===== src/rtl/mux_n_reg.sv =====
// ---------------------------------------------------------------------------
// mux_n_reg -- CH-way registered multiplexer with valid/ready handshake.
//
// Selects one WIDTH-bit channel out of a flat input bus and registers it,
// together with the index of the channel that produced it. Channel choice is
// either direct (mode=0, from sel) or round-robin scan (mode=1, from an
// internal pointer that advances on every accepted transfer).
//
// Parameters:
//   WIDTH  data width per channel (>= 1)
//   CH     channel count (2..16, need not be a power of 2)
//   SEL_W  ceil(log2(CH)), derived, not overridable
//
// Ports:
//   clk        rising-edge clock
//   rst_n      synchronous active-low reset
//   din        flat input bus, channel k at [k*WIDTH +: WIDTH]
//   sel        direct channel select (mode=0 only)
//   mode       0 = direct select, 1 = round-robin scan
//   in_valid   upstream data valid
//   in_ready   block accepts data this cycle
//   dout       registered selected data
//   dout_ch    registered index of the channel behind dout
//   out_valid  dout/dout_ch hold an untaken result
//   out_ready  downstream takes the result
//   sel_err    sticky out-of-range select flag (only with the macro below)
//
// Build option:
//   MUX_N_REG_SEL_CHECK_EN  adds sel_err and the select-range check.
// ---------------------------------------------------------------------------
module mux_n_reg #(
    parameter  int WIDTH = 8,
    parameter  int CH    = 4,
    localparam int SEL_W = $clog2(CH)
) (
    input  logic                  clk,
    input  logic                  rst_n,
    input  logic [CH*WIDTH-1:0]   din,
    input  logic [SEL_W-1:0]      sel,
    input  logic                  mode,
    input  logic                  in_valid,
    output logic                  in_ready,
    output logic [WIDTH-1:0]      dout,
    output logic [SEL_W-1:0]      dout_ch,
    output logic                  out_valid,
    input  logic                  out_ready
`ifdef MUX_N_REG_SEL_CHECK_EN
   ,output logic                  sel_err
`endif
);

    logic [SEL_W-1:0] rr_ptr;
    logic [SEL_W-1:0] rr_next;
    logic [SEL_W-1:0] eff_ch;
    logic [WIDTH-1:0] sel_data;
    logic             accept;

    // Output register is free when empty or being drained this cycle.
    assign in_ready = !out_valid || out_ready;
    assign accept   = in_valid && in_ready;
    assign eff_ch   = mode ? rr_ptr : sel;
    assign rr_next  = (rr_ptr == SEL_W'(CH - 1)) ? '0 : rr_ptr + 1'b1;

    // Indices at or above CH (only reachable when CH is not a power of 2)
    // match no channel and fall through to the zero default.
    always_comb begin
        sel_data = '0;
        for (int k = 0; k < CH; k++) begin
            if (eff_ch == SEL_W'(k)) begin
                sel_data = din[k*WIDTH +: WIDTH];
            end
        end
    end

    always_ff @(posedge clk) begin
        if (!rst_n) begin
            out_valid <= 1'b0;
            dout      <= '0;
            dout_ch   <= '0;
            rr_ptr    <= '0;
        end else begin
            if (accept) begin
                dout      <= sel_data;
                dout_ch   <= eff_ch;
                out_valid <= 1'b1;
            end else if (out_ready) begin
                out_valid <= 1'b0;
            end

            // Pointer parks at 0 in direct mode so each scan starts at channel 0.
            if (!mode) begin
                rr_ptr <= '0;
            end else if (accept) begin
                rr_ptr <= rr_next;
            end
        end
    end

`ifdef MUX_N_REG_SEL_CHECK_EN
    logic sel_oor;

    // Extra bit so the compare against CH never truncates CH.
    assign sel_oor = ({1'b0, sel} >= (SEL_W+1)'(CH));

    always_ff @(posedge clk) begin
        if (!rst_n) begin
            sel_err <= 1'b0;
        end else if (accept && !mode && sel_oor) begin
            sel_err <= 1'b1;
        end
    end
`endif

endmodule

===== config.mk =====
export PLATFORM = sky130hd
export DESIGN_NAME = mux_n_reg
export DESIGN_NICKNAME = d
export VERILOG_FILES = /design/src/rtl/mux_n_reg.sv
export SDC_FILE = /design/constraint.sdc
export NUM_CORES = 1
export LEC_CHECK = 0
export BUFFER_PORTS_ARGS = -buffer_cell sky130_fd_sc_hd__buf_4
export CAP_MARGIN = 40
export CORE_MARGIN = 2
export CORE_UTILIZATION = 44
export CTS_CLUSTER_DIAMETER = 80
export CTS_CLUSTER_SIZE = 16
export DETAILED_ROUTE_END_ITERATION = 12
export PLACE_DENSITY = 0.83
export SKIP_LAST_GASP = 1
export SYNTH_ARGS = -nofsm -noshare
export SYNTH_HDL_FRONTEND = slang
export SYNTH_SLANG_ARGS = --single-unit

===== constraint.sdc =====
create_clock -name clk -period 2.3 [get_ports clk]
set_clock_uncertainty 0.1 [all_clocks]
set_input_delay 0.23 -clock clk [delete_from_list [all_inputs] [get_ports clk]]
set_output_delay 0.23 -clock clk [all_outputs]
set_load 0.01 [all_outputs]

==> metrics <==
Seq cells post-synth=13; EDFF count, synth=0; Via Count=~900; setup TNS=0 ns; WHS Endpoint=dout_ch[1]; vias per cell=around 5.4; Worst setup SP type=flip-flop; synthesized netlist net count=141; Worst Path Required=2.43 ns; VDD IR-drop max=0.279 mV; fin. max-slew vios=0; Core ar.=~1700 sq um; ys flop type=dfxtp_1; outcome=complete, no violations; Design Area, Final=roughly 1200 sq um; WL/cell=13.3 um; share of the synthesized area in the top cell type=33.7%; post-synthesis cell area=772 sq um; Worst Hold Class=input pin to flip-flop; WS Path Type=flip-flop to flip-flop; clk sinks=13; ant diodes=0; Die X=45.9 um; top cells by area, synth=dfxtp_1 34%, nand2_1 9.7%, a21oi_1 9.1%; First-pass DRT Iterations=4; top-count cell post-synth=nand2_1; CTS Buf Count=3; Syn. warnings=0; critical path peak fanout=9; FF-to-FF path depth=3; ys async rst share=0%; Setup violations, final=0; Post-CTS Resized=0; Rows=15; num ports=51; Netlist cell types=23; Fin. Hold Viols=0; clk slew on worst S/H paths=0.08 ns; Starting DRT DRC Count=22; pin count of the biggest net entering global routing=10; fillcell total=157; Overall Global Routing Usage=about 22%; sequential cell area=260 sq um; Multi-input gate area=449 sq um; most common library cells after synthesis=20 x nand2_1, 14 x a21oi_1, 13 x dfxtp_1; max cap viols=0; final worst path period share=67.4%; Post-Syn Area per Cell=7.64 sq um; TritonCTS clock tree=done; Crit. End Element=flip-flop; antenna violations before repair=0; setup bufs post-CTS=0; RSZ-0062 raised after global routing=false; power per cell area=about 480 nW/um^2; post-synthesis cell count=101; DRT Wirelength=2.23 mm; # port buffers=50; Root Buffer=clkbuf_4; layout cell share with drive strength beyond 1=between 30% and 40%; Die Area=2110 sq um; ANT nets after route=0; RR Startpoint=out_valid; Area after DPL=1140 sq um; leakage power=0.000593 uW; Worst Hold Launch=in_valid; Routability Congestion=0.796; Die Span Y=45.9 um; FF-to-FF End=dout[7]; R2R Setup Slk=0.75 ns; global-route wire length before repair=3.43 mm; starting density of the core=45.7%; Synth area leader=dfxtp_1; DR DRC count=0; Seq/Total Area, Yosys=between 30% and 40%; Hold-fix buffers, CTS=0; GRT overflow=0; Slew @ Worst Pin=0.693 ns; CTS H-tree lvls=1; nets@finish=192; CP arrival=1.68 ns; fmax=0.645 GHz; Tmin final=1.55 ns; Place WS=0.676 ns; Layout area overhead=51.1%; hpwl dp=1.65 mm; final setup margin=0.751 ns; Worst-Skew Late Latency=0.27 ns; vias in the first global route=826; Slew headroom=52.5%; clock buffer depth=2; Cells on Worst Hold Path=2
## cells by family (layout without fill, tap and decap cells)
| family | after synthesis | after routing | synth area share [%] |
|---|---|---|---|
| buf+inv | 13 | 63 | 8.10 |
| fa+ha+maj | 1 | 1 | 1.62 |
| compound gates | 32 | 32 | 28.7 |
| flops | 13 | 13 | 33.7 |
| simple gates | 38 | 38 | 22.5 |
| mux | 4 | 4 | 5.35 |
## metrics by stage
step	utilization [%]	total power (uW)	hold WS, ns	cells
floorplan	-	332	0.276	101
global placement	67.5	415	0.358	164
detailed placement	67.5	418	0.368	164
CTS	69.0	561	0.103	168
global route	69.0	589	0.111	168
finish	69.0	559	0.107	168
## layout make-up
cell class                      count  area share [%]
Multi-Input combinational cell     75            38.5
Timing Repair Buffer               50            32.2
Sequential cell                    13            22.3
Inverter                            9            2.90
Clock buffer                        4            2.25
Tap cell                           17            1.82
## registers in the layout (all words and copies together) (netlist names)
| name | cells |
|---|---|
| out_valid | 1 |
| rr_ptr | 2 |
| dout_ch | 2 |
| dout | 8 |
## placed cells by master, fill, tap and decap left out, drive strengths merged, types with 3 or more instances in the layout
| master | instances |
|---|---|
| a211oi | 7 |
| a21oi | 15 |
| a22o | 7 |
| buf | 50 |
| clkbuf | 4 |
| dfxtp | 13 |
| inv | 9 |
| mux2i | 3 |
| nand2 | 20 |
| nand3 | 11 |
## worst max-delay path: stages (launching register included)
cell      delay (ns)
dfxtp_1         0.33
nand2b_1        0.18
a21oi_1         0.64
a22o_1          0.24
## how the worst max path moves through the flow
stage                         start      end  cells after the start
final                     out_valid  dout[7]                      3
after global routing      out_valid  dout[5]                      3
after CTS                 out_valid  dout[0]                      3
after detailed placement  out_ready  dout[3]                      4
after global placement    out_ready  dout[4]                      4
after floorplan                mode  dout[0]                      6
## routing by layer
metal | track usage [%] | vias up | share of wire [%]
met2 | 38.1 | 32 | 51
met3 | 2.38 | 2 | 6.7
met4 | 10.9 | 0 | 0.45
met1 | 27.4 | 409 | 42
met5 | 0 | - | 0
li1 | - | 465 | -
## power breakdown
group / total [uW] / switching (uW) / internal, uW
Combinational: 161 / 70.6 / 90.8
Sequential: 252 / 10.3 / 242
Clock: 145 / 77.9 / 67.3
Total: 559 / 159 / 400
Note: power is estimated with default switching activity, not from simulation.
